`src/rtl/edit_pkg.sv`:
```
// Shared types and constants for the edit-field selector.
// Optional auto-repeat feature is enabled by defining EDIT_AUTOREPEAT_EN.
package edit_pkg;

  typedef enum logic [1:0] {
    IDLE   = 2'd0,
    EDIT   = 2'd1,
    HOLD   = 2'd2,
    REPEAT = 2'd3
  } edit_state_e;

  localparam int unsigned NUM_FIELDS_MIN    = 2;
  localparam int unsigned NUM_FIELDS_MAX    = 16;
  localparam int unsigned REPEAT_DELAY_DEF  = 500;
  localparam int unsigned REPEAT_PERIOD_DEF = 100;

endpackage

```
`src/rtl/edit_field_sel_key_edge_det.sv`:
```
// One-flop rising-edge detector for a debounced, clock-synchronous key level.
module key_edge_det (
  input  logic clk,
  input  logic rst_n,
  input  logic i_key,
  output logic o_edge,
  output logic o_q
);

  logic r_q;

  always_ff @(posedge clk or negedge rst_n) begin
    if (!rst_n) r_q <= 1'b0;
    else        r_q <= i_key;
  end

  assign o_q    = r_q;
  assign o_edge = i_key & ~r_q;

endmodule

```
`src/rtl/edit_field_sel.sv`:
```
// Edit-field selector: mode key cycles the edited field, up key pulses that field's counter.
// Define EDIT_AUTOREPEAT_EN to add hold-to-repeat (HOLD/REPEAT sub-states of EDIT).
module edit_field_sel
  import edit_pkg::*;
#(
  parameter int NUM_FIELDS    = 6,
  parameter int REPEAT_DELAY  = int'(REPEAT_DELAY_DEF),
  parameter int REPEAT_PERIOD = int'(REPEAT_PERIOD_DEF),
  localparam int IDX_W        = (NUM_FIELDS > 1) ? $clog2(NUM_FIELDS) : 1
) (
  input  logic                  clk,
  input  logic                  rst_n,
  input  logic                  on_off,
  input  logic                  mode_key,
  input  logic                  up_key,
  output logic [NUM_FIELDS-1:0] up,
  output logic [NUM_FIELDS-1:0] select,
  output logic [IDX_W-1:0]      field_idx,
  output edit_state_e           dbg_state
);

  edit_state_e           r_state, w_state_nx;
  logic [IDX_W-1:0]      r_idx, w_idx_nx;
  logic [NUM_FIELDS-1:0] r_select, w_select_nx;
  logic [NUM_FIELDS-1:0] r_up, w_up_nx;
  logic                  w_mode_edge, w_up_edge;
  logic                  w_mode_q, w_up_q;

  key_edge_det u_mode_edge (
    .clk    (clk),
    .rst_n  (rst_n),
    .i_key  (mode_key),
    .o_edge (w_mode_edge),
    .o_q    (w_mode_q)
  );

  key_edge_det u_up_edge (
    .clk    (clk),
    .rst_n  (rst_n),
    .i_key  (up_key),
    .o_edge (w_up_edge),
    .o_q    (w_up_q)
  );

`ifdef EDIT_AUTOREPEAT_EN
  localparam int CNT_MAX = (REPEAT_DELAY > REPEAT_PERIOD) ? REPEAT_DELAY : REPEAT_PERIOD;
  localparam int CNT_W   = $clog2(CNT_MAX + 1);

  logic [CNT_W-1:0] r_cnt, w_cnt_nx;
  logic [CNT_W-1:0] w_cnt_target;

  always_ff @(posedge clk or negedge rst_n) begin
    if (!rst_n) r_cnt <= '0;
    else        r_cnt <= w_cnt_nx;
  end

  assign w_cnt_target = (r_state == HOLD) ? CNT_W'(REPEAT_DELAY) : CNT_W'(REPEAT_PERIOD);
`endif

  always_comb begin
    w_state_nx  = r_state;
    w_idx_nx    = r_idx;
    w_select_nx = r_select;
    w_up_nx     = '0;
`ifdef EDIT_AUTOREPEAT_EN
    w_cnt_nx    = r_cnt;
`endif
    if (!on_off) begin
      w_state_nx  = IDLE;
      w_idx_nx    = '0;
      w_select_nx = '0;
`ifdef EDIT_AUTOREPEAT_EN
      w_cnt_nx    = '0;
`endif
    end else if (r_state == IDLE) begin
      w_state_nx  = EDIT;
      w_idx_nx    = '0;
      w_select_nx = NUM_FIELDS'(1);
    end else begin
      // The pulse targets the field selected before any same-edge mode advance.
      if (w_up_edge) w_up_nx = r_select;
      if (w_mode_edge) begin
        w_idx_nx    = (r_idx == IDX_W'(NUM_FIELDS - 1)) ? '0 : r_idx + 1'b1;
        w_select_nx = NUM_FIELDS'(1) << w_idx_nx;
      end
`ifdef EDIT_AUTOREPEAT_EN
      case (r_state)
        EDIT: begin
          if (w_up_edge) begin
            w_state_nx = HOLD;
            w_cnt_nx   = CNT_W'(1);
          end
        end
        HOLD, REPEAT: begin
          // Falling back to EDIT while the key is held suppresses repeat until release.
          if (!up_key || w_mode_edge) begin
            w_state_nx = EDIT;
            w_cnt_nx   = '0;
          end else if (r_cnt == w_cnt_target) begin
            w_up_nx    = r_select;
            w_state_nx = REPEAT;
            w_cnt_nx   = CNT_W'(1);
          end else begin
            w_cnt_nx   = r_cnt + 1'b1;
          end
        end
        default: w_state_nx = IDLE;
      endcase
`endif
    end
  end

  always_ff @(posedge clk or negedge rst_n) begin
    if (!rst_n) begin
      r_state  <= IDLE;
      r_idx    <= '0;
      r_select <= '0;
      r_up     <= '0;
    end else begin
      r_state  <= w_state_nx;
      r_idx    <= w_idx_nx;
      r_select <= w_select_nx;
      r_up     <= w_up_nx;
    end
  end

  assign up        = r_up;
  assign select    = r_select;
  assign field_idx = r_idx;
  assign dbg_state = r_state;

endmodule

```
`config.mk`:
```
export PLATFORM = sky130hd
export DESIGN_NAME = edit_field_sel
export DESIGN_NICKNAME = d
export VERILOG_FILES = /design/src/rtl/edit_pkg.sv /design/src/rtl/edit_field_sel_key_edge_det.sv /design/src/rtl/edit_field_sel.sv
export SDC_FILE = /design/constraint.sdc
export NUM_CORES = 1
export LEC_CHECK = 0
export ABC_AREA = 1
export CORE_AREA = 8 8 49 51
export CTS_BUF_LIST = sky130_fd_sc_hd__clkbuf_8
export DETAILED_ROUTE_END_ITERATION = 6
export DIE_AREA = 0 0 57 59
export PLACE_DENSITY = 0.8
export SYNTH_ARGS = -nofsm -noshare
export SYNTH_HDL_FRONTEND = slang
export SYNTH_HIERARCHICAL = 1
export SYNTH_SLANG_ARGS = --single-unit
```
`constraint.sdc`:
```
create_clock -name clk -period 0.99 [get_ports clk]
set_input_delay 0.099 -clock clk [delete_from_list [all_inputs] [get_ports clk]]
set_output_delay 0.099 -clock clk [all_outputs]
set_load 0.02 [all_outputs]
```
==> results.cfg, run 1 <==
[detailed_routing]
route.detailed.drc = 0
dr.pass1.iters = 4
vias = 610
wl_per_cell_um = 14.6
totalWireLength_mm = 1.79
drtIter0Drc = 21
final_antenna_net_count = 0
viasPerCell = 5.00

[place]
place.gp.congestion = 0.846
place_area_um2 = 957
pre_cts_ws_ps = -340
io_buffers = 20
dp_cells = 116
place_hpwl_mm = 1.24

[die]
die-area_um2 = 3360
die_x_um = 57
start_util_pct = 42.5
io_pins = 22
die_height_um = 59
row_count = 15
core_area_um2 = 1650

[final_layout]
seqCellArea_um2 = 450
drive_gt1_share_pct = 40.0
nNetsFinal = 111
n_antenna_cell = 0
layout.cells.non_filler = 122
nFillCells = 143
multi_input_area_um2 = 229
fin_area_um2 = 1010
area_growth_pct = 43.7

[global_route]
grt_usage_pct = 11.4
grt_pass1_vias = 639
overflow = 0
grt_pass1_wl_mm = 2.90
antenna_found_initial = 0
grt_start_max_net_pins = 19

[timing]
setup_ws_ps = -95.4
skew_ps = 2.46
rsz0062_at_grt = true
fin_crit_ps = 1090
slew_viol_final = 0
setup_viol = 8
fin_crit_sh_pct = 110
final_hold_viol_count = 0
fmax_mhz = 921

[worst_setup_path]
end_kind = register
cpMostUsedCell = nor2_4
cp.required_ps = 1170
rr_startpoint = u_mode_edge/o_q
crit_family = simple AND/OR/NAND/NOR gates
path_cells = nor2_4, inv_2, nor2_4, nand3_2, o21ai_0
rr_worst_depth = 5
cpMaxStageDelayCell = dfrtp_1
reg2reg_to = select[3]
r2r_setup_slack_ps = -100
cpPeakStageDelay_ps = 390
cp_max_fo = 8
worst-path-buf-inv = 1
path_class = register to register
start_kind = register
worstPathArrival_ps = 1260

[pwr]
vdd_drop_max_mv = 1.09
p_leak_uw = 0.000522
powerDensity_nw_per_um2 = 1460

[min_path]
hold_depth = 1
min_from = mode_key
min_path_type = input port to register
min_to = u_mode_edge/o_q

[yosys]
ys_seq_area_share_pct = 64.2
synth_cell_types = 12
ys_warn_count = 6
ys_seq_elements = 18
netlist_instances = 75
syn-cell-area_um2 = 702
syn_nets = 80
syn_avg_cell_area_um2 = 9.36

[run_status]
status = complete, but fails checks
violations = negative setup slack

[clocking]
ctsHtreeMaxLevel = 1
cts_buffer_depth = 2
clock_latency_ps = 260
cts_hold_buf = 0
clk_pin_slew_ps = 70
tritoncts = yes
numCtsBuffers = 3
cts_sinks = 18
clockRootBuffer = clkbuf_8

[job]
maxCapViolations = 0
-- cell usage in the layout (no fill, tap or decap), types with 3 or more instances in the layout --
cell type	netlist	final
nand2_1	11	9
nand3_2	0	4
clkbuf_8	0	4
o21ai_0	7	5
dfrtp_1	18	18
nand3_1	8	4
clkdlybuf4s50_1	0	3
nor2_1	12	12
inv_1	12	9
buf_4	1	7
nand2_2	1	3
buf_2	0	13
clkdlybuf4s15_2	0	3
-- where the power goes --
group	leakage [µW]	switching (µW)	internal, µW
Sequential	0.000243	6.75	749
Clock	0.0000288	243	354
Combinational	0.000250	75.3	44.5
-- layer usage --
metal	GRT usage (%)	part of all wire, %
met5	0	0
met4	12.4	3.5
met3	3.00	8.6
met2	18.4	51
met1	10.9	37
-- per-stage QoR --
step / hold WS (ps) / total power [µW] / TNS, ps / utilization (%)
4_1_cts: 178 / 1480 / -62.3 / 62.0
5_1_grt: 24.8 / 1520 / -1200 / 61.1
3_3_place_gp: 446 / 885 / -3430 / 58.0
6_report: 12.1 / 1470 / -573 / 61.1
2_1_floorplan: -197 / 819 / 0 / -
3_5_place_dp: 444 / 889 / -4360 / 58.0
-- cell families after synthesis --
family / count (synthesis) / share of synthesized area [%]
AOI/OAI and AO/OA: 7 / 4.99
buffers and inverters: 14 / 8.02
DFF: 18 / 64.2
other: 1 / 0.534
and+or+nand+nor: 35 / 22.3
-- sequential cells by signal (all words and copies together) (netlist names) --
name,count
u_mode_edge/o_q,1
field_idx,3
u_up_edge/o_q,1
dbg_state,1
select,6
up,6
-- how the worst max path moves through the flow --
stage,from,endpoint,slack [ps],depth (start not counted)
5_1_grt,u_mode_edge/o_q,select[3],-170,5
6_report,u_mode_edge/o_q,select[3],-100,5
2_1_floorplan,dbg_state[0],select[0],10,3
4_1_cts,u_mode_edge/o_q,select[3],-30,5
3_3_place_gp,on_off,field_idx[0],-280,3
3_5_place_dp,mode_key,field_idx[0],-340,6
-- cell type report --
cell class | count | share of cell area (%)
clock buffers | 4 | 5.46
inverters | 12 | 4.71
multi-input cells | 43 | 22.7
flip-flops and latches | 18 | 44.7
well taps | 17 | 2.11
repair buffers | 28 | 20.3
-- cell usage after synthesis --
cell type	count	area [µm²]
buf_4	1	7.51
conb_1	1	3.75
nand3_1	8	40.0
nor2_1	12	45.0
nor2_2	2	12.5
dfrtp_1	18	450
nand2_2	1	6.26
clkbuf_1	1	3.75
inv_1	12	45.0
nand2_1	11	41.3
o21ai_0	7	35.0
nor2_4	1	11.3
-- what timing repair did --
item	CTS	global route
buffers inserted	2	0
pin swaps	2	3
setup endpoints to repair	25	16
gates resized for setup	60	17
No activity file was read; power rests on OpenSTA's default activity.
==> inputs of run 2 (changes only) <==
- MAX_ROUTING_LAYER: not set -> met4
==> results.cfg, run 2 (same netlist as run 1, synthesis figures left out) <==
[worst_setup_path]
cp_max_fo = 8
start_kind = register
cp.required_ps = 1170
worstPathArrival_ps = 1240
cpPeakStageDelay_ps = 390
worst-path-buf-inv = 1
path_cells = nor2_4, inv_2, nor2_4, nand3_2, o21ai_0
crit_family = simple AND/OR/NAND/NOR gates
cpMostUsedCell = nor2_4
path_class = register to register
end_kind = register
cpMaxStageDelayCell = dfrtp_1

[die]
row_count = 15
core_area_um2 = 1650
die_x_um = 57
die-area_um2 = 3360
start_util_pct = 42.5
io_pins = 22
die_height_um = 59

[global_route]
grt_usage_pct = 11.6
grt_start_max_net_pins = 19
gr-usage-met1_pct = 10.8
grtUsageMet3_pct = 3.00
grt_pass1_wl_mm = 2.89
overflow = 0
antenna_found_initial = 0
busiest_layer = met2
grt_pass1_vias = 636
grt_use_met2_pct = 18.4

[final_layout]
drive_gt1_share_pct = 40.0
final_common_cell = dfrtp_1
n_antenna_cell = 0
layout_common_cells = dfrtp_1, buf_2, nor2_1
area_growth_pct = 43.7
nNetsFinal = 111

[timing]
skew_ps = 2.52
setup_ws_ps = -76.7
fin_tns_setup_ps = -464
fin_crit_sh_pct = 108
rsz0062_at_grt = true
fin_crit_ps = 1070
setup_viol = 8
fmax_mhz = 937
slew_viol_final = 0
final_hold_viol_count = 0

[place]
place.gp.congestion = 0.859
place_hpwl_mm = 1.24
io_buffers = 20

[detailed_routing]
dr.pass1.iters = 4
route.detailed.drc = 0
drtIter0Drc = 28
totalWireLength_mm = 1.77
wl_per_cell_um = 14.5
vias = 616
final_antenna_net_count = 0
viasPerCell = 5.05

[clocking]
cts_buffer_depth = 2
tritoncts = yes
ctsHtreeMaxLevel = 1
cts_sinks = 18
cts_hold_buf = 0
clockRootBuffer = clkbuf_8
clock_latency_ps = 260
clk_pin_slew_ps = 70
numCtsBuffers = 3

[pwr]
p_total_uw = 1470
vdd_drop_max_mv = 1.09
p_leak_uw = 0.000522
powerDensity_nw_per_um2 = 1460

[job]
maxCapViolations = 0

[run_status]
status = complete, but fails checks
violations = negative setup slack

[min_path]
min_path_type = input port to register
run 2: cell counts in the layout (fill, tap and decap cells not counted):
Identical to the previous run, type by type.
run 2: worst paths after layout:
path / start / to / slack [ps] / depth (start not counted)
max: u_mode_edge/o_q / select[3] / -80 / 5
min: mode_key / u_mode_edge/o_q / 10 / 1
max reg2reg: u_mode_edge/o_q / select[3] / -80 / 5
min reg2reg: select[1] / up[1] / 520 / 2
max in group asynchronous: rst_n / up[3] / 640 / 2
min in group asynchronous: rst_n / up[0] / 170 / 2
run 2: timing repair:
item	in CTS	in global routing
gates resized for setup	60	17
endpoints found under the setup margin	25	16
pin swaps	2	2
buffers inserted	2	0
run 2: where the power goes:
part	total (µW)	internal, µW	switching, µW
Clock	599	354	245
Combinational	119	44.2	74.9
Sequential	755	749	6.70
run 2: per-layer routing:
metal / vias up / wire length (µm)
li1: 290 / -
met2: 28 / 916
met5: - / 0
met4: 0 / 65
met3: 4 / 121
met1: 294 / 667
run 2: area by class of cell:
| cell class | instances | area (µm²) |
|---|---|---|
| well taps | 17 | 21.3 |
| multi-input cells | 43 | 229 |
| inverters | 12 | 47.5 |
| clock buffers | 4 | 55.1 |
| flip-flops and latches | 18 | 450 |
| fillers | 143 | 643 |
| repair buffers | 28 | 205 |
run 2: per-stage QoR:
step	cell area [µm²]	instances	setup WS, ps	hold slack (ps)	util [%]
global placement	957	116	-278	446	58.0
global route	1010	122	-155	24.8	61.1
finish	1010	122	-76.7	9.81	61.1
floorplan	702	75	14.0	-197	-
CTS	1020	122	-31.3	178	62.0
detailed placement	957	116	-340	444	58.0
==> inputs of run 3 (changes only) <==
--- a/config.mk
+++ b/config.mk
@@ -11,4 +11,5 @@
 export DETAILED_ROUTE_END_ITERATION = 6
 export DIE_AREA = 0 0 57 59
+export GPL_TIMING_DRIVEN = 0
 export MAX_ROUTING_LAYER = met4
 export PLACE_DENSITY = 0.8
==> constraint.sdc (replaced) <==
create_clock -name clk -period 0.99 [get_ports clk]
set_input_delay 0.198 -clock clk [delete_from_list [all_inputs] [get_ports clk]]
set_output_delay 0.198 -clock clk [all_outputs]
set_load 0.02 [all_outputs]
==> results.cfg, run 3 (same netlist as run 1, synthesis figures left out) <==
[worst_setup_path]
end_kind = register
start_kind = register
cpPeakStageDelay_ps = 380
crit_family = simple AND/OR/NAND/NOR gates
cp_max_fo = 8
rr_worst_depth = 5
worstPathArrival_ps = 1240
path_class = register to register
rr_startpoint = dbg_state[0]
r2r_setup_slack_ps = -90
cpMaxStageDelayCell = dfrtp_1
path_cells = buf_6, nand2_4, nor2_4, nand3_1, o21ai_0
reg2reg_to = select[5]
worst-path-buf-inv = 1
cp.required_ps = 1150

[pwr]
pwr-share-comb_pct = 8.5
powerDensity_nw_per_um2 = 1350
switchingPower_uw = 322
vdd_drop_max_mv = 0.637
pwr-share-seq_pct = 51.3
clkPwrFrac_pct = 40.2
p_sw_share_pct = 21.9
p_int_uw = 1150
p_leak_uw = 0.000573

[die]
io_pins = 22
die_x_um = 57
die-area_um2 = 3360
row_count = 15
start_util_pct = 42.5
die_height_um = 59
core_area_um2 = 1650

[final_layout]
drive_gt1_share_pct = 41.8
finalCoreUtilization_pct = 66.1
n_antenna_cell = 0
final_common_cell = dfrtp_1
area_growth_pct = 55.4
nNetsFinal = 116
layout_common_cells = dfrtp_1, buf_6, nor2_1
layout.cells.non_filler = 127

[clocking]
clock_latency_ps = 250
tritoncts = yes
cts_sinks = 18
clockRootBuffer = clkbuf_8
clk_pin_slew_ps = 70
ctsHtreeMaxLevel = 1
numCtsBuffers = 3
cts_buffer_depth = 2

[run_status]
violations = negative setup slack
status = complete, but fails checks

[global_route]
overflow = 0
busiest_layer = met2
antenna_found_initial = 0
grt_pass1_wl_mm = 2.81
grt_start_max_net_pins = 19
grt_use_met2_pct = 17.5
grt_pass1_vias = 630
grt_usage_pct = 10.8
grtUsageMet3_pct = 3.43
gr-usage-met1_pct = 10.4

[place]
io_buffers = 20
pre_cts_ws_ps = -419
place.gp.congestion = 0.848
dp_cells = 112
place_hpwl_mm = 1.15

[timing]
fmax_mhz = 928
slew_viol_final = 0
tightest_slew_ps = 765
setup_ws_ps = -87.6
slew_headroom_pct = 48.9
skew_ps = 3.89
fin_crit_ps = 1080
final_hold_viol_count = 0
rsz0062_at_grt = true
fin_crit_sh_pct = 109
setup_viol = 13

[detailed_routing]
route.detailed.drc = 0
final_antenna_net_count = 0
vias = 613
dr.pass1.iters = 6
totalWireLength_mm = 1.78
viasPerCell = 4.83
wl_per_cell_um = 14.0
drtIter0Drc = 19

[min_path]
min_path_type = input port to asynchronous set/reset pin

[job]
maxCapViolations = 0
run 3: cell count changes in the layout (fill, tap and decap cells not counted), sizes merged:
cell	delta
clkbuf	+1
buf	+7
clkdlybuf4s15	-3
dlygate4sd2	+2
clkdlybuf4s50	-2
run 3: through the flow:
| step | hold WS [ps] | power (µW) | instance area [µm²] | TNS, ps |
|---|---|---|---|---|
| 3_5_place_dp | 518 | 877 | 923 | -11100 |
| 4_1_cts | 196 | 1470 | 1020 | -136 |
| 6_report | 6.63 | 1470 | 1090 | -503 |
| 2_1_floorplan | -97.6 | 819 | 702 | 0 |
| 3_3_place_gp | 501 | 875 | 923 | -10410 |
| 5_1_grt | 67.8 | 1540 | 1090 | -1540 |
run 3: worst max-delay path by stage:
stage | startpoint | cells past startpoint | to | slack, ps
3_3_place_gp | mode_key | 7 | select[0] | -400
6_report | dbg_state[0] | 5 | select[5] | -90
4_1_cts | dbg_state[0] | 5 | select[1] | -20
5_1_grt | dbg_state[0] | 5 | select[1] | -150
3_5_place_dp | mode_key | 6 | select[4] | -420
2_1_floorplan | dbg_state[0] | 3 | select[0] | 10
run 3: power groups by stage:
stage / registers [µW] / logic, µW / clock network (µW)
2_1_floorplan: 782 / 36.1 / 0
3_3_place_gp: 772 / 103 / 0
3_5_place_dp: 772 / 105 / 0
4_1_cts: 755 / 114 / 599
5_1_grt: 758 / 137 / 644
6_report: 757 / 125 / 592
run 3: routing by layer:
layer / vias to the layer above / wire, µm
met4: 0 / 68
li1: 298 / -
met5: - / 0
met2: 19 / 865
met1: 290 / 740
met3: 6 / 103
run 3: repair_timing:
action                                  CTS  global route
pin swaps                                 8             4
endpoints found under the setup margin   26            43
resized for setup                        90            16
hold buffers                              0             0
setup buffers                             9             2
hold endpoints to repair                  0             0
run 3: cell type report:
class,count,area [µm²]
buffer,2,11.3
clock buffer,4,55.1
fill,127,561
inverter,12,50.0
multi-input combinational,43,226
sequential,18,450
tap,17,21.3
timing repair buffer,31,277
